===== config.mk =====
export PLATFORM = sky130hd
export DESIGN_NAME = design_switch_controller
export DESIGN_NICKNAME = d
export VERILOG_FILES = /design/src/rtl/design_switch_pkg.sv /design/src/rtl/design_switch_controller_select_debouncer.sv /design/src/rtl/design_switch_controller.sv
export SDC_FILE = /design/constraint.sdc
export NUM_CORES = 1
export LEC_CHECK = 0
export ABC_AREA = 0
export CORE_AREA = 8 8 573 575
export CTS_CLUSTER_SIZE = 25
export DETAILED_ROUTE_END_ITERATION = 16
export DIE_AREA = 0 0 581 583
export PLACE_DENSITY = 0.3
export SLEW_MARGIN = 20
export SYNTH_ARGS = -nofsm -noshare
export SYNTH_HDL_FRONTEND = slang
export SYNTH_SLANG_ARGS = --single-unit

===== constraint.sdc =====
create_clock -name clk -period 4.8 [get_ports clk]
set_clock_uncertainty 0.2 [all_clocks]
set_input_delay 0.96 -clock clk [delete_from_list [all_inputs] [get_ports clk]]
set_output_delay 0.96 -clock clk [all_outputs]
set_load 0.01 [all_outputs]

===== src/rtl/design_switch_pkg.sv =====
// Shared types, constants and helpers for the design switch controller.
package design_switch_pkg;

  // Switchover sequencer states.
  typedef enum logic [1:0] {
    ST_IDLE   = 2'd0,
    ST_ACTIVE = 2'd1,
    ST_DRAIN  = 2'd2,
    ST_HOLD   = 2'd3
  } state_t;

  // Values driven onto the shared pins while no design is routed:
  // GPIOs become inputs, every data/strobe line is held low.
  localparam logic        SAFE_OEB_BIT  = 1'b1;
  localparam logic        SAFE_DATA_BIT = 1'b0;
  localparam logic [31:0] SAFE_WB_DAT   = 32'h0000_0000;

  // Number of bits needed to hold the value max_val (at least 1).
  function automatic int cnt_width(input int max_val);
    int w;
    w = 1;
    for (int b = 1; b < 31; b++) begin
      if ((1 << b) <= max_val) w = b + 1;
    end
    return w;
  endfunction

  // True when id names a real design (IDs start at 1, 0 means none).
  function automatic logic id_in_range(input int id, input int num_projects);
    return (id >= 1) && (id <= num_projects);
  endfunction

endpackage


===== src/rtl/design_switch_controller_select_debouncer.sv =====
// Registers the requested design ID and reports when it has been stable
// long enough to be acted on.
module select_debouncer
  import design_switch_pkg::*;
#(
  parameter int SEL_W         = 4,
  parameter int STABLE_CYCLES = 4
) (
  input  logic             clk,
  input  logic             rst,
  input  logic [SEL_W-1:0] i_sel,
  output logic [SEL_W-1:0] o_sel_q,
  output logic             o_cand_ok
);

  localparam int CW = cnt_width(STABLE_CYCLES);
  localparam logic [CW-1:0] CNT_SAT = CW'(STABLE_CYCLES);

  logic [SEL_W-1:0] r_sel_q;
  logic [CW-1:0]    r_stable_cnt;

  // Capture the select every cycle; the capture cycle of a new value counts
  // as its first stable cycle, and the count saturates at STABLE_CYCLES.
  always_ff @(posedge clk) begin
    if (rst) begin
      r_sel_q      <= '0;
      r_stable_cnt <= '0;
    end else begin
      r_sel_q <= i_sel;
      if (i_sel != r_sel_q) begin
        r_stable_cnt <= CW'(1);
      end else if (r_stable_cnt != CNT_SAT) begin
        r_stable_cnt <= r_stable_cnt + CW'(1);
      end
    end
  end

  assign o_sel_q   = r_sel_q;
  assign o_cand_ok = (r_stable_cnt == CNT_SAT);

endmodule


===== src/rtl/design_switch_controller.sv =====
// Routes one of NUM_PROJECTS student designs to the shared user-area pins and
// sequences every change of selection: debounce, drain Wishbone, hold the new
// design in reset, then release and route it.
module design_switch_controller
  import design_switch_pkg::*;
#(
  parameter int NUM_PROJECTS  = 13,
  parameter int SEL_W         = 4,
  parameter int GPIO_W        = 34,
  parameter int LA_W          = 2,
  parameter int STABLE_CYCLES = 4,
  parameter int RST_CYCLES    = 16,
  parameter int DRAIN_TIMEOUT = 64
) (
  input  logic                       clk,
  input  logic                       rst,
  input  logic [SEL_W-1:0]           design_select,
  input  logic                       wbs_cyc_i,
  input  logic [NUM_PROJECTS*GPIO_W-1:0] designs_gpio_out,
  input  logic [NUM_PROJECTS*GPIO_W-1:0] designs_gpio_oeb,
  input  logic [NUM_PROJECTS*LA_W-1:0]   designs_la_out,
  input  logic [NUM_PROJECTS*32-1:0]     designs_wbs_dat,
  input  logic [NUM_PROJECTS-1:0]    designs_wbs_ack,
  input  logic [NUM_PROJECTS-1:0]    designs_irq,
  output logic [NUM_PROJECTS-1:0]    designs_n_rst,
  output logic [NUM_PROJECTS-1:0]    designs_ncs,
  output logic [GPIO_W-1:0]          gpio_out,
  output logic [GPIO_W-1:0]          gpio_oeb,
  output logic [LA_W-1:0]            la_data_out,
  output logic                       wbs_ack_o,
  output logic [31:0]                wbs_dat_o,
  output logic                       irq,
  output logic [SEL_W-1:0]           active_design,
  output logic                       busy,
  output logic                       drain_timeout
);

  localparam int NUM_IDS = 2 ** SEL_W;
  localparam int HOLD_W  = cnt_width(RST_CYCLES - 1);
  localparam int DRAIN_W = cnt_width(DRAIN_TIMEOUT - 1);
  localparam logic [HOLD_W-1:0]  HOLD_LOAD  = HOLD_W'(RST_CYCLES - 1);
  localparam logic [DRAIN_W-1:0] DRAIN_LAST = DRAIN_W'(DRAIN_TIMEOUT - 1);

  // Reject parameter sets the ID encoding or the sequencer cannot honour.
  generate
    if (NUM_PROJECTS > NUM_IDS - 1) begin : g_bad_num_projects
      $error("NUM_PROJECTS does not fit in SEL_W bits with ID 0 reserved");
    end
    if (STABLE_CYCLES < 1 || RST_CYCLES < 1 || DRAIN_TIMEOUT < 1) begin : g_bad_cycles
      $error("STABLE_CYCLES, RST_CYCLES and DRAIN_TIMEOUT must all be >= 1");
    end
  endgenerate

  logic [SEL_W-1:0] w_sel_q;
  logic             w_cand_ok;
  logic             w_sel_valid;
  logic             w_target_valid;

  state_t             r_state, w_state_next;
  logic [SEL_W-1:0]   r_active, w_active_next;
  logic [SEL_W-1:0]   r_target, w_target_next;
  logic [HOLD_W-1:0]  r_hold_cnt, w_hold_cnt_next;
  logic [DRAIN_W-1:0] r_drain_cnt, w_drain_cnt_next;
  logic               r_drain_timeout, w_drain_timeout_next;
  logic [NUM_PROJECTS-1:0] r_n_rst, w_n_rst_next;
  logic [NUM_PROJECTS-1:0] r_ncs, w_ncs_next;
  logic               w_run_next;

  select_debouncer #(
    .SEL_W        (SEL_W),
    .STABLE_CYCLES(STABLE_CYCLES)
  ) u_select_debouncer (
    .clk      (clk),
    .rst      (rst),
    .i_sel    (design_select),
    .o_sel_q  (w_sel_q),
    .o_cand_ok(w_cand_ok)
  );

  assign w_sel_valid    = id_in_range(int'(w_sel_q), NUM_PROJECTS);
  assign w_target_valid = id_in_range(int'(r_target), NUM_PROJECTS);

  // Sequencer state, counters and registered per-design reset/select lines.
  always_ff @(posedge clk) begin
    if (rst) begin
      r_state         <= ST_IDLE;
      r_active        <= '0;
      r_target        <= '0;
      r_hold_cnt      <= '0;
      r_drain_cnt     <= '0;
      r_drain_timeout <= 1'b0;
      r_n_rst         <= '0;
      r_ncs           <= '1;
    end else begin
      r_state         <= w_state_next;
      r_active        <= w_active_next;
      r_target        <= w_target_next;
      r_hold_cnt      <= w_hold_cnt_next;
      r_drain_cnt     <= w_drain_cnt_next;
      r_drain_timeout <= w_drain_timeout_next;
      r_n_rst         <= w_n_rst_next;
      r_ncs           <= w_ncs_next;
    end
  end

  // Next-state logic; active_design is cleared whenever the old design stops
  // being routed so that it always names what is on the pins.
  always_comb begin
    w_state_next         = r_state;
    w_active_next        = r_active;
    w_target_next        = r_target;
    w_hold_cnt_next      = r_hold_cnt;
    w_drain_cnt_next     = r_drain_cnt;
    w_drain_timeout_next = r_drain_timeout;
    case (r_state)
      ST_IDLE: begin
        if (w_cand_ok && w_sel_valid && (w_sel_q != r_active)) begin
          w_state_next    = ST_HOLD;
          w_target_next   = w_sel_q;
          w_hold_cnt_next = HOLD_LOAD;
        end
      end
      ST_ACTIVE: begin
        if (w_cand_ok && (w_sel_q != r_active)) begin
          w_state_next     = ST_DRAIN;
          w_target_next    = w_sel_q;
          w_drain_cnt_next = '0;
        end
      end
      ST_DRAIN: begin
        if (w_cand_ok && (w_sel_q == r_active)) begin
          // Request returned to the running design: abandon the switch.
          w_state_next = ST_ACTIVE;
        end else if (!wbs_cyc_i || (r_drain_cnt == DRAIN_LAST)) begin
          if (wbs_cyc_i) w_drain_timeout_next = 1'b1;
          w_active_next = '0;
          if (w_target_valid) begin
            w_state_next    = ST_HOLD;
            w_hold_cnt_next = HOLD_LOAD;
          end else begin
            w_state_next = ST_IDLE;
          end
        end else begin
          w_drain_cnt_next = r_drain_cnt + DRAIN_W'(1);
        end
      end
      ST_HOLD: begin
        if (w_cand_ok && !w_sel_valid) begin
          w_state_next = ST_IDLE;
        end else if (w_cand_ok && (w_sel_q != r_target)) begin
          w_target_next   = w_sel_q;
          w_hold_cnt_next = HOLD_LOAD;
        end else if (r_hold_cnt == '0) begin
          w_state_next  = ST_ACTIVE;
          w_active_next = r_target;
        end else begin
          w_hold_cnt_next = r_hold_cnt - HOLD_W'(1);
        end
      end
      default: w_state_next = ST_IDLE;
    endcase
  end

  assign w_run_next = (w_state_next == ST_ACTIVE) || (w_state_next == ST_DRAIN);

  // Per-design reset release and chip select, derived from the next state so
  // the registered lines line up with the state they describe.
  generate
    for (genvar gi = 0; gi < NUM_PROJECTS; gi++) begin : g_ctrl
      localparam logic [SEL_W-1:0] ID = SEL_W'(gi + 1);
      assign w_n_rst_next[gi] = w_run_next && (w_active_next == ID);
      assign w_ncs_next[gi]   = ~((w_run_next && (w_active_next == ID)) ||
                                  ((w_state_next == ST_HOLD) && (w_target_next == ID)));
    end
  endgenerate

  // Unpacked per-ID views of the design buses; entry 0 and unused IDs carry
  // the safe values so the mux can never expose an undriven slice.
  logic [GPIO_W-1:0] w_gpio_out_arr [NUM_IDS];
  logic [GPIO_W-1:0] w_gpio_oeb_arr [NUM_IDS];
  logic [LA_W-1:0]   w_la_arr       [NUM_IDS];
  logic [31:0]       w_dat_arr      [NUM_IDS];
  logic              w_ack_arr      [NUM_IDS];
  logic              w_irq_arr      [NUM_IDS];

  generate
    for (genvar gi = 0; gi < NUM_IDS; gi++) begin : g_route
      if (gi >= 1 && gi <= NUM_PROJECTS) begin : g_real
        assign w_gpio_out_arr[gi] = designs_gpio_out[(gi-1)*GPIO_W +: GPIO_W];
        assign w_gpio_oeb_arr[gi] = designs_gpio_oeb[(gi-1)*GPIO_W +: GPIO_W];
        assign w_la_arr[gi]       = designs_la_out[(gi-1)*LA_W +: LA_W];
        assign w_dat_arr[gi]      = designs_wbs_dat[(gi-1)*32 +: 32];
        assign w_ack_arr[gi]      = designs_wbs_ack[gi-1];
        assign w_irq_arr[gi]      = designs_irq[gi-1];
      end else begin : g_safe
        assign w_gpio_out_arr[gi] = {GPIO_W{SAFE_DATA_BIT}};
        assign w_gpio_oeb_arr[gi] = {GPIO_W{SAFE_OEB_BIT}};
        assign w_la_arr[gi]       = {LA_W{SAFE_DATA_BIT}};
        assign w_dat_arr[gi]      = SAFE_WB_DAT;
        assign w_ack_arr[gi]      = SAFE_DATA_BIT;
        assign w_irq_arr[gi]      = SAFE_DATA_BIT;
      end
    end
  endgenerate

  logic             w_route;
  logic [SEL_W-1:0] w_route_id;

  assign w_route    = (r_state == ST_ACTIVE) || (r_state == ST_DRAIN);
  assign w_route_id = w_route ? r_active : '0;

  assign gpio_out      = w_gpio_out_arr[w_route_id];
  assign gpio_oeb      = w_gpio_oeb_arr[w_route_id];
  assign la_data_out   = w_la_arr[w_route_id];
  assign wbs_dat_o     = w_dat_arr[w_route_id];
  assign wbs_ack_o     = w_ack_arr[w_route_id];
  assign irq           = w_irq_arr[w_route_id];

  assign designs_n_rst = r_n_rst;
  assign designs_ncs   = r_ncs;
  assign active_design = r_active;
  assign busy          = (r_state == ST_DRAIN) || (r_state == ST_HOLD);
  assign drain_timeout = r_drain_timeout;

endmodule


==> impl_results.md <==
- Max IR drop VDD: between 300 and 400 µV
- Max Cap Viol: 0
- R2r endpoint: designs_ncs[10]
- Post-place setup slack: -0.3856 ns
- Core Area: approximately 320000 µm²
- # setup viols final: 0
- CP endpoint kind: output port
- Clock Latency Late Sink: between 0.3 and 0.4 ns
- WHS: slightly above 0.3 ns
- Rows: 208
- Vias in the first global route: roughly 27000
- Worst stage delay on the critical path: 0.54 ns
- R2R Setup Slk: 0.80 ns
- Normalized max-slew margin: 0.3616
- CTS tree: done
- Starting Density: 0.04662
- Worst Hold Path EP: r_drain_cnt[1]
- Post-Layout Cell Count: between 8000 and 9000
- Netlist cell types: approximately 70
- RSZ-0062 raised after global routing: false
- Mean Syn Cell Area: between 6 and 7 µm²
- Port bufs: between 1000 and 1500
- Dpl cells: around 8000
- DIE HEIGHT: 583 µm
- Grt ovf: 0
- Reg2reg start: active_design[1]
- FFs w/ async S/R, synth: 0
- CP Launch Type: register
- Hold Crit Class: reg -> reg
- Total Wirelength: ~260 mm
- Crit-path slowest cell: clkdlybuf4s50_1
- Period utilisation layout: 0.9834
- Cell taking the most area after synthesis: nand2_1
- Worst Setup Slack, final: 0.07972 ns
- WHS Path Cells: 2
- Design area: about 37000 µm²
- Seq/Total Area, Yosys: 0.07262
- Critical Path RT: roughly 3.6 ns
- Largest net degree at the start of global routing: 89
- Achievable frequency: 0.2119 GHz
- DRC Markers: 0
- P_leak: roughly 11 nW
- Drt initial violations: between 1500 and 2000
- Most common cell after layout, fill and taps aside: clkdlybuf4s50_1
- Drt pass-1 iters: 5
- Die width: ~580 µm
- Synth area leaders: nand2_1 (13%), mux2_2 (11%), a211oi_1 (11%)
- Yosys top cell area share: 0.1296
- Clock tree buffer depth: 2
- WS Path Type: reg -> out
- FF+latch count, synth: 54
- Yosys warns: 0
- Most frequent cells in the layout: clkdlybuf4s50_1 (1433), nand2_1 (510), buf_4 (206)
- Status: finished, final reports clean
- Placed cell area: around 37000 µm²
- Total track usage: 0.1430
- Net Count, Synth: about 3700
- Power per cell area: between 100 and 150 nW/µm²
- Transition time of the tightest slew-check pin: ~0.96 ns
- EDFF count, synth: 0
- Cts hold-fix bufs: 0
- Hold Fails Final Rpt: 0
- IO Count: roughly 1500
- Cell Chain, Critical Path: inv_1, ha_4, nor2b_4, buf_12, buf_12, a22oi_1, a211oi_2, buf_4, o21ai_0, a21boi_2, buf_4, clkdlybuf4s50_1
- Wire length per cell: ~32 µm
- H-tree depth: 2
- Max Slew Vio Count: 0
- Total power: around 4.6 mW
- Mapped Area: around 15000 µm²
- Dpl hpwl: roughly 230 mm
- Mapped Cells: between 2000 and 2500
- First-pass GRT wire length: ~320 mm
- Crit path arrival time: approximately 3.6 ns
- Post-DRT Antenna Nets: 0
- Final core occ: 0.1165
- Nets: a little over 5000
- Initial antenna violation count: 199
- Syn-to-layout area delta: 149.9%
- Top FF cell, synth: dfxtp_1
- Vias: 26070
- CTS sink cnt: 54
- Minimum clock period: 4.720 ns
- Num CTS Buffers: 5
- CP Max Fanout: 18
- Clock Pin Slew Worst Setup and Hold Paths: ~0.08 ns
- Placer Congestion: 0.9009
- Worst r2r path cells: 13
- Layout cells sized above 1: 0.1410
- Hold_sp: r_drain_cnt[1]
- TNS Setup: 0 ns
- Full die area: 338700 µm²
- Root cell of the clock tree: clkbuf_16
- Post-DR vias/cell: 3.253
[power by group]
group,total [mW],leakage (nW),internal [mW],switching [mW]
clock,0.405,0.0766,0.201,0.204
sequential,0.508,0.442,0.475,0.0334
combinational,3.72,10.9,1.90,1.82
[worst max-delay path, delay by kind of cell (launching register included)]
family                     cells  cell delay, ns
buffers and inverters          6            1.29
DFF                            1            0.41
AOI/OAI and AO/OA              4            0.95
adders and majority gates      1            0.31
and+or+nand+nor                1            0.23
[cells in the mapped netlist (68+ instances only)]
master	n
mux2i_1	70
a221oi_1	70
nand2_1	514
clkbuf_1	210
a22oi_1	73
nor2b_1	78
mux2_2	140
a211oi_1	209
a21oi_1	194
a21boi_0	71
nand3_1	112
o21ai_0	188
nor2_1	68
[final cells by class]
class / count / area (µm²)
Timing Repair Buffer: 1721 / 17540
Tap cell: 4200 / 5255
Clock buffer: 5 / 125.1
Inverter: 14 / 57.56
Fill cell: 37070 / 282100
Sequential cell: 54 / 1097
Antenna cell: 47 / 117.6
Clock inverter: 3 / 28.78
Multi-Input combinational cell: 1970 / 12980
[cell families after synthesis]
logic type	after synthesis	synth area share
AO/OA/AOI/OAI	883	0.3958
AND/OR/NAND/NOR	816	0.2384
buffers and inverters	273	0.07061
multiplexers	244	0.2044
flip-flops	54	0.07262
XOR/XNOR	18	0.01059
adder cells (fa/ha/maj)	9	0.007565
[metal layers]
metal	vias to the layer above	part of all wire	global-route usage	wire [µm]
li1	11580	-	-	-
met1	12660	0.40	0.1644	101900
met2	1426	0.50	0.2647	129400
met3	302	0.081	0.04660	20770
met4	108	0.018	0.01486	4534
met5	-	0.0028	0	714
[state kept, by name, indices dropped and copies added, names as in the netlist]
register                         count
u_select_debouncer.o_sel_q           4
active_design                        4
r_state                              2
r_drain_cnt                          6
designs_ncs                         13
r_hold_cnt                           4
designs_n_rst                       13
drain_timeout                        1
r_target                             4
u_select_debouncer.r_stable_cnt      3
[timing repair]
item                                    CTS  global route
resized for setup                        41            10
cloned                                    1             0
pin swaps                                 6             2
buffers inserted                          8             0
endpoints found under the setup margin   36            10
[how the worst max path moves through the flow]
stage / from / end / slack, ns / cells past startpoint
3_3_place_gp: r_state[1] / wbs_dat_o[11] / -0.72 / 11
4_1_cts: r_state[0] / wbs_dat_o[31] / 0.02 / 13
3_5_place_dp: r_state[1] / gpio_out[27] / -0.39 / 10
5_1_grt: r_state[0] / gpio_out[12] / 0.001 / 10
2_1_floorplan: r_state[0] / gpio_out[0] / 1.23 / 12
6_report: r_state[0] / wbs_dat_o[23] / 0.08 / 12
Power figures use the tool's default switching activity.
